### src/rtl/load_store_unit_pkg.sv
`default_nettype none
// ============================================================================
// Module      : load_store_unit_pkg
// Description : Shared definitions for the load/store unit: access size
//               encodings, FSM state type and the default data-space size.
// Revision    : 1.0 - initial release
// ============================================================================
package load_store_unit_pkg;

  // Default addressable data space in bytes (word index = addr[9:2]).
  localparam int unsigned MEM_BYTES = 1024;

  // req_size encodings
  localparam logic [1:0] SZ_BYTE = 2'b00;
  localparam logic [1:0] SZ_HALF = 2'b01;
  localparam logic [1:0] SZ_WORD = 2'b10;
  localparam logic [1:0] SZ_ILL  = 2'b11;

  typedef enum logic [1:0] {
    IDLE   = 2'd0,
    ACCESS = 2'd1,
    RESP   = 2'd2
  } lsu_state_e;

endpackage
`default_nettype wire

### src/rtl/lsu_lane_align.sv
`default_nettype none
// ============================================================================
// Module      : lsu_lane_align
// Description : Combinational lane handling for the load/store unit.
//               Extracts and extends load data from a memory word, and merges
//               right-aligned store data into the addressed lanes of a word.
// Ports       : size_i       access size (SZ_*)
//               unsigned_i   1 = zero-extend loads, 0 = sign-extend
//               addr_lo_i    byte offset within the word (little-endian)
//               rd_word_i    word currently held in memory
//               wdata_i      right-aligned store data
//               load_data_o  extended load result
//               store_word_o full word to write back
// Revision    : 1.0 - initial release
// ============================================================================
module lsu_lane_align
  import load_store_unit_pkg::*;
(
  input  logic [1:0]  size_i,
  input  logic        unsigned_i,
  input  logic [1:0]  addr_lo_i,
  input  logic [31:0] rd_word_i,
  input  logic [31:0] wdata_i,
  output logic [31:0] load_data_o,
  output logic [31:0] store_word_o
);

  logic [7:0]  byte_sel;
  logic [15:0] half_sel;

  always_comb begin
    byte_sel = rd_word_i[{addr_lo_i, 3'b000} +: 8];
    half_sel = addr_lo_i[1] ? rd_word_i[31:16] : rd_word_i[15:0];

    load_data_o = '0;
    case (size_i)
      SZ_BYTE: load_data_o = unsigned_i ? {24'b0, byte_sel}
                                        : {{24{byte_sel[7]}}, byte_sel};
      SZ_HALF: load_data_o = unsigned_i ? {16'b0, half_sel}
                                        : {{16{half_sel[15]}}, half_sel};
      SZ_WORD: load_data_o = rd_word_i;
      default: load_data_o = '0;
    endcase
  end

  // Sub-word stores keep every byte of the old word except the addressed lanes.
  always_comb begin
    store_word_o = rd_word_i;
    case (size_i)
      SZ_BYTE: store_word_o[{addr_lo_i, 3'b000} +: 8] = wdata_i[7:0];
      SZ_HALF: begin
        if (addr_lo_i[1]) store_word_o[31:16] = wdata_i[15:0];
        else              store_word_o[15:0]  = wdata_i[15:0];
      end
      SZ_WORD: store_word_o = wdata_i;
      default: store_word_o = rd_word_i;
    endcase
  end

endmodule
`default_nettype wire

### src/rtl/load_store_unit.sv
`default_nettype none
// ============================================================================
// Module      : load_store_unit
// Description : Single-outstanding load/store unit in front of a word-wide
//               data memory. IDLE accepts a request, ACCESS drives memory for
//               one cycle (read-modify-write for sub-word stores), RESP holds
//               the response until it is accepted.
// Ports       : clk/rst_n         clock, async active-low reset
//               req_*             request handshake and fields
//               resp_*            response handshake, data and error flag
//               dm_*              word-memory interface (combinational read)
// Revision    : 1.0 - initial release
// ============================================================================
module load_store_unit
  import load_store_unit_pkg::*;
#(
  parameter int unsigned MEM_BYTES = load_store_unit_pkg::MEM_BYTES
) (
  input  logic        clk,
  input  logic        rst_n,
  input  logic        req_valid,
  output logic        req_ready,
  input  logic        req_write,
  input  logic [1:0]  req_size,
  input  logic        req_unsigned,
  input  logic [31:0] req_addr,
  input  logic [31:0] req_wdata,
  output logic        resp_valid,
  input  logic        resp_ready,
  output logic [31:0] resp_rdata,
  output logic        resp_err,
  output logic        dm_mem_read,
  output logic        dm_mem_write,
  output logic [31:0] dm_addr,
  output logic [31:0] dm_write_data,
  input  logic [31:0] dm_read_data
);

  lsu_state_e  state_q, state_d;
  logic        write_q, write_d;
  logic [1:0]  size_q, size_d;
  logic        unsigned_q, unsigned_d;
  logic [31:0] addr_q, addr_d;
  logic [31:0] wdata_q, wdata_d;
  logic [31:0] rdata_q, rdata_d;
  logic        err_q, err_d;

  logic        access_err;
  logic [31:0] load_data;
  logic [31:0] store_word;

  lsu_lane_align u_lane_align (
    .size_i       (size_q),
    .unsigned_i   (unsigned_q),
    .addr_lo_i    (addr_q[1:0]),
    .rd_word_i    (dm_read_data),
    .wdata_i      (wdata_q),
    .load_data_o  (load_data),
    .store_word_o (store_word)
  );

  always_comb begin
    access_err = (size_q == SZ_ILL)
               | ((size_q == SZ_HALF) & addr_q[0])
               | ((size_q == SZ_WORD) & (addr_q[1:0] != 2'b00))
               | (addr_q >= MEM_BYTES);
  end

  // Memory strobes derive only from the registered state, so an async reset
  // during ACCESS drops dm_mem_write before the write edge arrives.
  always_comb begin
    dm_mem_read   = 1'b0;
    dm_mem_write  = 1'b0;
    dm_addr       = '0;
    dm_write_data = '0;
    if (state_q == ACCESS && !access_err) begin
      dm_addr = {addr_q[31:2], 2'b00};
      if (!write_q) begin
        dm_mem_read = 1'b1;
      end else begin
        dm_mem_write  = 1'b1;
        dm_write_data = store_word;
        dm_mem_read   = (size_q != SZ_WORD);  // sub-word store needs the old word
      end
    end
  end

  always_comb begin
    state_d    = state_q;
    write_d    = write_q;
    size_d     = size_q;
    unsigned_d = unsigned_q;
    addr_d     = addr_q;
    wdata_d    = wdata_q;
    rdata_d    = rdata_q;
    err_d      = err_q;
    req_ready  = 1'b0;
    resp_valid = 1'b0;
    case (state_q)
      IDLE: begin
        req_ready = 1'b1;
        if (req_valid) begin
          write_d    = req_write;
          size_d     = req_size;
          unsigned_d = req_unsigned;
          addr_d     = req_addr;
          wdata_d    = req_wdata;
          state_d    = ACCESS;
        end
      end
      ACCESS: begin
        err_d   = access_err;
        rdata_d = (access_err || write_q) ? 32'h0 : load_data;
        state_d = RESP;
      end
      RESP: begin
        resp_valid = 1'b1;
        if (resp_ready) state_d = IDLE;
      end
      default: state_d = IDLE;
    endcase
  end

  always_ff @(posedge clk or negedge rst_n) begin
    if (!rst_n) begin
      state_q    <= IDLE;
      write_q    <= 1'b0;
      size_q     <= SZ_BYTE;
      unsigned_q <= 1'b0;
      addr_q     <= '0;
      wdata_q    <= '0;
      rdata_q    <= '0;
      err_q      <= 1'b0;
    end else begin
      state_q    <= state_d;
      write_q    <= write_d;
      size_q     <= size_d;
      unsigned_q <= unsigned_d;
      addr_q     <= addr_d;
      wdata_q    <= wdata_d;
      rdata_q    <= rdata_d;
      err_q      <= err_d;
    end
  end

  assign resp_rdata = rdata_q;
  assign resp_err   = err_q;

endmodule
`default_nettype wire

### config.mk
export PLATFORM = sky130hd
export DESIGN_NAME = load_store_unit
export DESIGN_NICKNAME = d
export VERILOG_FILES = /design/src/rtl/load_store_unit_pkg.sv /design/src/rtl/lsu_lane_align.sv /design/src/rtl/load_store_unit.sv
export SDC_FILE = /design/constraint.sdc
export NUM_CORES = 1
export LEC_CHECK = 0
export BUFFER_PORTS_ARGS = -buffer_cell sky130_fd_sc_hd__buf_4
export CORE_ASPECT_RATIO = 0.6
export CORE_UTILIZATION = 45
export CTS_CLUSTER_DIAMETER = 200
export DETAILED_ROUTE_END_ITERATION = 8
export GPL_TIMING_DRIVEN = 0
export PLACE_DENSITY = 0.69
export SLEW_MARGIN = 10
export SYNTH_ARGS = -nofsm -noshare
export SYNTH_HDL_FRONTEND = slang
export SYNTH_SLANG_ARGS = --single-unit
### constraint.sdc
create_clock -name clk -period 3 [get_ports clk]
set_input_delay 0 -clock clk [delete_from_list [all_inputs] [get_ports clk]]
set_output_delay 0 -clock clk [all_outputs]
set_load 0.02 [all_outputs]
==> flow_summary.ini, run 1 <==
[floorplan]
core_area_um2 = 14040
die_area_um2 = 15260
initial_core_util = 0.4728
die_y_um = 96.08
row_count = 33
die_x_um = 158.8
io_pins = 205

[placed_design]
globalplace.congestion = 0.9244
io_buffers = 180
dp_hpwl_mm = 16.96
dp_cells = 1025
pre_cts_slack_ns = -0.2069
placed_area_um2 = 8315

[final_layout]
synthToLayoutAreaGrowth_pct = 41.88
utilization = 0.6709
n_antenna_cell = 0
fill_cells = 1087
design_area_um2 = 9418
fin_nets = 1028
drive_gt1_frac = 0.4188
stdcell_count = 1116

[route]
first_pass_iters = 5
wl_met3_mm = 2.010
wirelength_mm = 22.87
wl_per_cell_um = 20.49
drtIter0Drc = 421
drtAntennaViolNets = 0
viasPerCell = 5.698
drc = 0
drt-met1-wl_mm = 10.21
num_vias = 6359
routed.top_layer = met4
wl_met2_mm = 10.35

[synthesis]
syn-instance-count = 630
ys_ff_latch = 103
synth_top_cell_area_share = 0.3883
post-synth-top-count-cell = dfrtp_1
netlist_area_um2 = 6638
netlist.top_cell.by_area = dfrtp_1
ys_warn_count = 0
synth-async-reset-ratio = 1.000
avgSynthCellArea_um2 = 10.54
synth_edf_count = 0
ys_seq_area_frac = 0.3883
synth_common_cells = dfrtp_1 (103), mux2_2 (90), nand2_1 (58)
ys.flop_type = dfrtp_1
synth_area_leaders = dfrtp_1 (39%), mux2_2 (15%), mux2i_1 (4.7%)
yosysUniqueCellTypes = 54

[timing]
max_freq_mhz = 352.9
slew-limit-headroom = 0.5510
tightest_slew_ns = 0.6718
setup_viol = 0
hold_viol_final = 0
period_minus_slack_ns = 2.833
finClkSkew_ns = 0.006403
rsz0062_at_grt = false
setup_ws_ns = 0.1666
fin_crit_sh = 0.9445
maxSlewViolCount = 0

[worst_setup_path]
path_class = flip-flop to output port
startpoint_type = flip-flop
r2r_slack_ns = 0.69
arrival_ns = 2.83
regToRegEndpoint = resp_rdata[23]
worst_ep_required_time_ns = 3.00
r2r_cells = 8
critPathMaxFanout = 10
r2r-start = addr_q[0]
end_kind = output port

[min_path]
hp-start = dm_read_data[0]
holdPathStages = 3
hold_class = primary input to flip-flop
hold_end = resp_rdata[0]

[global_routing]
grt_pass1_wl_mm = 35.38
grt_pass1_vias = 6486
grt_start_max_net_pins = 104
grt-ovfl-total = 0
antenna_found_initial = 0
grt_usage = 0.3020

[cts]
h-tree-depth = 3
cts_buffers = 9
cts_buffer_depth = 2
cts_tree = done
root_buffer = clkbuf_16
clk_pin_slew_ns = 0.08
cts_sinks = 103
worstSkewPairLatency_ns = 0.35

[power_and_ir_drop]
finalPower_w = 0.007611
p_per_area_nw_per_um2 = 808.1
ir_drop_uv = 400.3
cellLeakagePower_nw = 4.300

[run]
cap_violations = 0

[run_status]
status = finished clean
==> cells by family after synthesis <==
| logic type | synth area share |
|---|---|
| other cells | 0.0005650 |
| compound gates | 0.2124 |
| mux | 0.1994 |
| simple gates | 0.1080 |
| flops | 0.3883 |
| fa+ha+maj | 0.009425 |
| buf+inv | 0.08181 |
==> through the flow <==
step | TNS, ns | hold slack [ns]
3_3_place_gp | -2.257 | 0.1980
6_report | 0 | 0.03347
5_1_grt | 0 | 0.03971
3_5_place_dp | -2.817 | 0.2248
4_1_cts | 0 | 0.02006
2_1_floorplan | 0 | -0.2956
==> flip-flops by register name, summed over array words and instances, names as in the netlist <==
name        count
resp_err        1
write_q         1
unsigned_q      1
state_q         2
resp_rdata     32
addr_q         32
size_q          2
wdata_q        32
==> per-layer routing <==
layer / vias up / track usage
li1: 2868 / -
met1: 3121 / 0.4168
met2: 332 / 0.4876
met3: 38 / 0.06592
met4: 0 / 0.06877
met5: - / 0
==> final cells by class <==
type / count / area (um2) / area share
Timing Repair Buffer: 256 / 2128 / 0.2260
Inverter: 8 / 32.53 / 0.003454
Sequential cell: 103 / 2579 / 0.2738
Clock inverter: 7 / 95.09 / 0.01010
Clock buffer: 9 / 225.2 / 0.02391
Tap cell: 192 / 240.2 / 0.02551
Multi-Input combinational cell: 465 / 3603 / 0.3826
Buffer: 76 / 514.2 / 0.05460
==> placed cells by master (no fill, tap or decap), types with 4 or more instances in the layout <==
cell and n:
buf_2 18, o21ai_1 30, o21ai_0 5, mux2_2 90, a21oi_1 12, nor2b_1 4
inv_1 7, dfrtp_1 102, a21o_1 7, ha_1 5, dlygate4sd1_1 4, o22ai_1 8
nand2_1 58, dlygate4sd3_1 73, clkbuf_16 9, buf_6 11, a221oi_1 16, nor2_1 12
a22o_1 23, nor4_1 4, conb_1 24, a21oi_2 21, buf_4 210, a22oi_1 24
mux2i_1 31, and2_1 24, a211oi_1 16, o2bb2ai_1 8, clkbuf_1 13, a32o_1 8
nand2b_1 4
==> how the worst max path moves through the flow <==
stage               cells past startpoint               end  slack [ns]      start
CTS                                    10  dm_write_data[5]        0.02  addr_q[1]
finish                                  9  dm_write_data[5]        0.17  addr_q[0]
floorplan                               8  dm_write_data[0]        0.42  addr_q[1]
detailed placement                      9  dm_write_data[7]       -0.21  addr_q[1]
global placement                        9  dm_write_data[7]       -0.20  addr_q[1]
global route                            9  dm_write_data[5]        0.02  addr_q[0]
==> critical path, cell delays in order (launching register included) <==
cell and delay, ns:
dfrtp_2 0.46, buf_4 0.24, inv_1 0.13, ha_1 0.38, or3b_2 0.49, a22oi_2 0.22
buf_4 0.18, a22oi_1 0.09, nor2_1 0.14, buf_4 0.15
==> timing repair <==
| action | in CTS | in global routing |
|---|---|---|
| endpoints found under the setup margin | 42 | 25 |
| hold buffers | 73 | 0 |
| gates resized for setup | 5 | 4 |
| buffers inserted | 2 | 0 |
| endpoints found under the hold margin | 112 | 0 |
| pin swaps | 1 | 0 |
==> power by group <==
group | leakage [nW] | switching, W | internal, W
Sequential | 1.27 | 0.000514 | 0.00187
Combinational | 2.87 | 0.00211 | 0.00185
Clock | 0.158 | 0.000594 | 0.000677
No activity file was read; power rests on OpenSTA's default activity.
==> inputs of run 2 (changes only) <==
--- a/config.mk
+++ b/config.mk
@@ -7,11 +7,11 @@
 export LEC_CHECK = 0
 export BUFFER_PORTS_ARGS = -buffer_cell sky130_fd_sc_hd__buf_4
 export CORE_ASPECT_RATIO = 0.6
-export CORE_UTILIZATION = 45
+export CORE_UTILIZATION = 40
 export CTS_CLUSTER_DIAMETER = 200
 export DETAILED_ROUTE_END_ITERATION = 8
 export GPL_TIMING_DRIVEN = 0
-export PLACE_DENSITY = 0.69
+export PLACE_DENSITY = 0.62
 export SLEW_MARGIN = 10
 export SYNTH_ARGS = -nofsm -noshare
 export SYNTH_HDL_FRONTEND = slang
==> run 2 against run 1 <==
  * Sequential cell count unchanged
  * Largest power group unchanged
  * Critical path type unchanged
  * Via count down 0.96%
  * Cell count increased by 1.6%
  * Critical endpoint is now dm_write_data[28]
  * Die area rose by 12%
  * Wire length increased by 2.5%
  * Sequential share of layout area fell by 0.088 points
  * Critical path depth increased by 1
  * Clock power shrank 6%
==> flow_summary.ini, run 2 (same netlist as run 1, synthesis figures left out) <==
[timing]
setup_viol = 0
rsz0062_at_grt = false
period_minus_slack_ns = 2.879
maxSlewViolCount = 0
tightest_slew_ns = 0.6766
tns_ns = 0
hold_viol_final = 0
slew-limit-headroom = 0.5489
max_freq_mhz = 347.4
fin_crit_sh = 0.9596
finClkSkew_ns = 0.01624

[final_layout]
fin_nets = 1028
drive_gt1_frac = 0.4221
fill_cells = 1398
layout_common_cells = buf_4 (208), dfrtp_1 (101), mux2_2 (90)
synthToLayoutAreaGrowth_pct = 42.41
layout_commonest_cell = buf_4
stdcell_count = 1134
design_area_um2 = 9453
utilization = 0.5829

[global_routing]
grt_start_max_net_pins = 104
antenna_found_initial = 0
grt_pass1_wl_mm = 35.62
grt_usage = 0.2751
grt-ovfl-total = 0
grt_pass1_vias = 6300

[worst_setup_path]
startpoint_type = flip-flop
worst_ep_required_time_ns = 3.00
slowest_delay_ns = 0.46
critPathMaxFanout = 12
path_class = flip-flop to output port
cp_common_cell = buf_6
end_kind = output port
crit_chain = buf_6, clkinv_4, clkbuf_4, ha_2, inv_1, a221oi_4, nand4_4, buf_6, a21oi_2, buf_4
crit_path_top_delay_cell = dfrtp_2
cp.buffers_inverters = 6
crit_family = buffers and inverters
arrival_ns = 2.88

[route]
drtAntennaViolNets = 0
first_pass_iters = 5
wl_per_cell_um = 20.67
drtIter0Drc = 448
viasPerCell = 5.554
wirelength_mm = 23.45
num_vias = 6298
drc = 0

[power_and_ir_drop]
pwr-share-clk = 0.157
cellLeakagePower_nw = 4.289
internal-power_w = 0.004333
p_switching_w = 0.003248
combPwrFrac = 0.527
p_per_area_nw_per_um2 = 801.9
power.share.sequential = 0.315
ir_drop_uv = 469.5
power.share.switching = 0.4285

[cts]
cts_sinks = 103
worstSkewPairLatency_ns = 0.36
h-tree-depth = 3
cts_buffers = 9
cts_tree = done
root_buffer = clkbuf_16
clk_pin_slew_ns = 0.08
cts_buffer_depth = 2

[placed_design]
io_buffers = 180
dp_hpwl_mm = 17.57
placed_area_um2 = 8337
globalplace.congestion = 0.8736
dp_cells = 1042

[floorplan]
row_count = 36
core_area_um2 = 16220
io_pins = 205
initial_core_util = 0.4093
die_area_um2 = 17130
die_y_um = 101.8
die_x_um = 168.3

[min_path]
hold_class = primary input to flip-flop

[run_status]
status = finished clean

[run]
cap_violations = 0
==> run 2: final timing paths <==
check / endpoint / startpoint / slack, ns / depth (start not counted)
max reg2reg: resp_rdata[22] / addr_q[1] / 0.62 / 9
min in group asynchronous: resp_rdata[26] / rst_n / 0.07 / 2
min reg2reg: resp_rdata[14] / resp_rdata[14] / 0.49 / 2
max in group asynchronous: addr_q[1] / rst_n / 2.24 / 3
max: dm_write_data[28] / addr_q[1] / 0.12 / 10
min: resp_rdata[3] / dm_read_data[3] / 0.02 / 3
==> run 2: routing by layer <==
layer,wire length (um),global-route usage,vias to the layer above
li1,-,-,2869
met1,11040,0.3879,3098
met2,10190,0.4277,296
met3,1842,0.06448,35
met4,371,0.06783,0
met5,0,0,-
==> run 2: cell type report <==
| class | instances | area, um2 | area share |
|---|---|---|---|
| multi-input cells | 465 | 3627 | 0.3837 |
| clock inverters | 7 | 75.07 | 0.007942 |
| well taps | 209 | 261.5 | 0.02766 |
| flip-flops and latches | 103 | 2580 | 0.2729 |
| diodes | 1 | 2.502 | 0.0002647 |
| clock buffers | 9 | 225.2 | 0.02383 |
| inverters | 8 | 35.03 | 0.003706 |
| plain buffers | 77 | 525.5 | 0.05559 |
| repair buffers | 255 | 2121 | 0.2244 |
==> run 2: worst min-delay path: stages <==
cell and delay (ns):
buf_4 0.11, a221oi_1 0.11, o21ai_1 0.11
==> run 2: power by group through the flow <==
| stage | clock (W) | combinational (W) | sequential [W] |
|---|---|---|---|
| global route | 0.00127 | 0.00430 | 0.00244 |
| detailed placement | 0 | 0.00378 | 0.00239 |
| floorplan | 0 | 0.00290 | 0.00216 |
| global placement | 0 | 0.00365 | 0.00237 |
| finish | 0.00119 | 0.00400 | 0.00239 |
| CTS | 0.00121 | 0.00390 | 0.00236 |
==> run 2: what timing repair did <==
action                                  in CTS  in global routing
endpoints found under the setup margin      42                 30
buffers inserted                             1                  0
endpoints found under the hold margin       96                  0
hold buffers                                73                  0
resized for setup                            7                  8
pin swaps                                    1                  1
==> run 2: through the flow <==
step / setup WS [ns] / power [W] / hold slack (ns)
5_1_grt: 0.004642 / 0.008013 / 0.01875
3_3_place_gp: -0.1768 / 0.006019 / 0.1995
6_report: 0.1212 / 0.007581 / 0.02190
3_5_place_dp: -0.2825 / 0.006169 / 0.2179
2_1_floorplan: 0.4155 / 0.005053 / -0.2956
4_1_cts: 0.009108 / 0.007474 / 0.007380
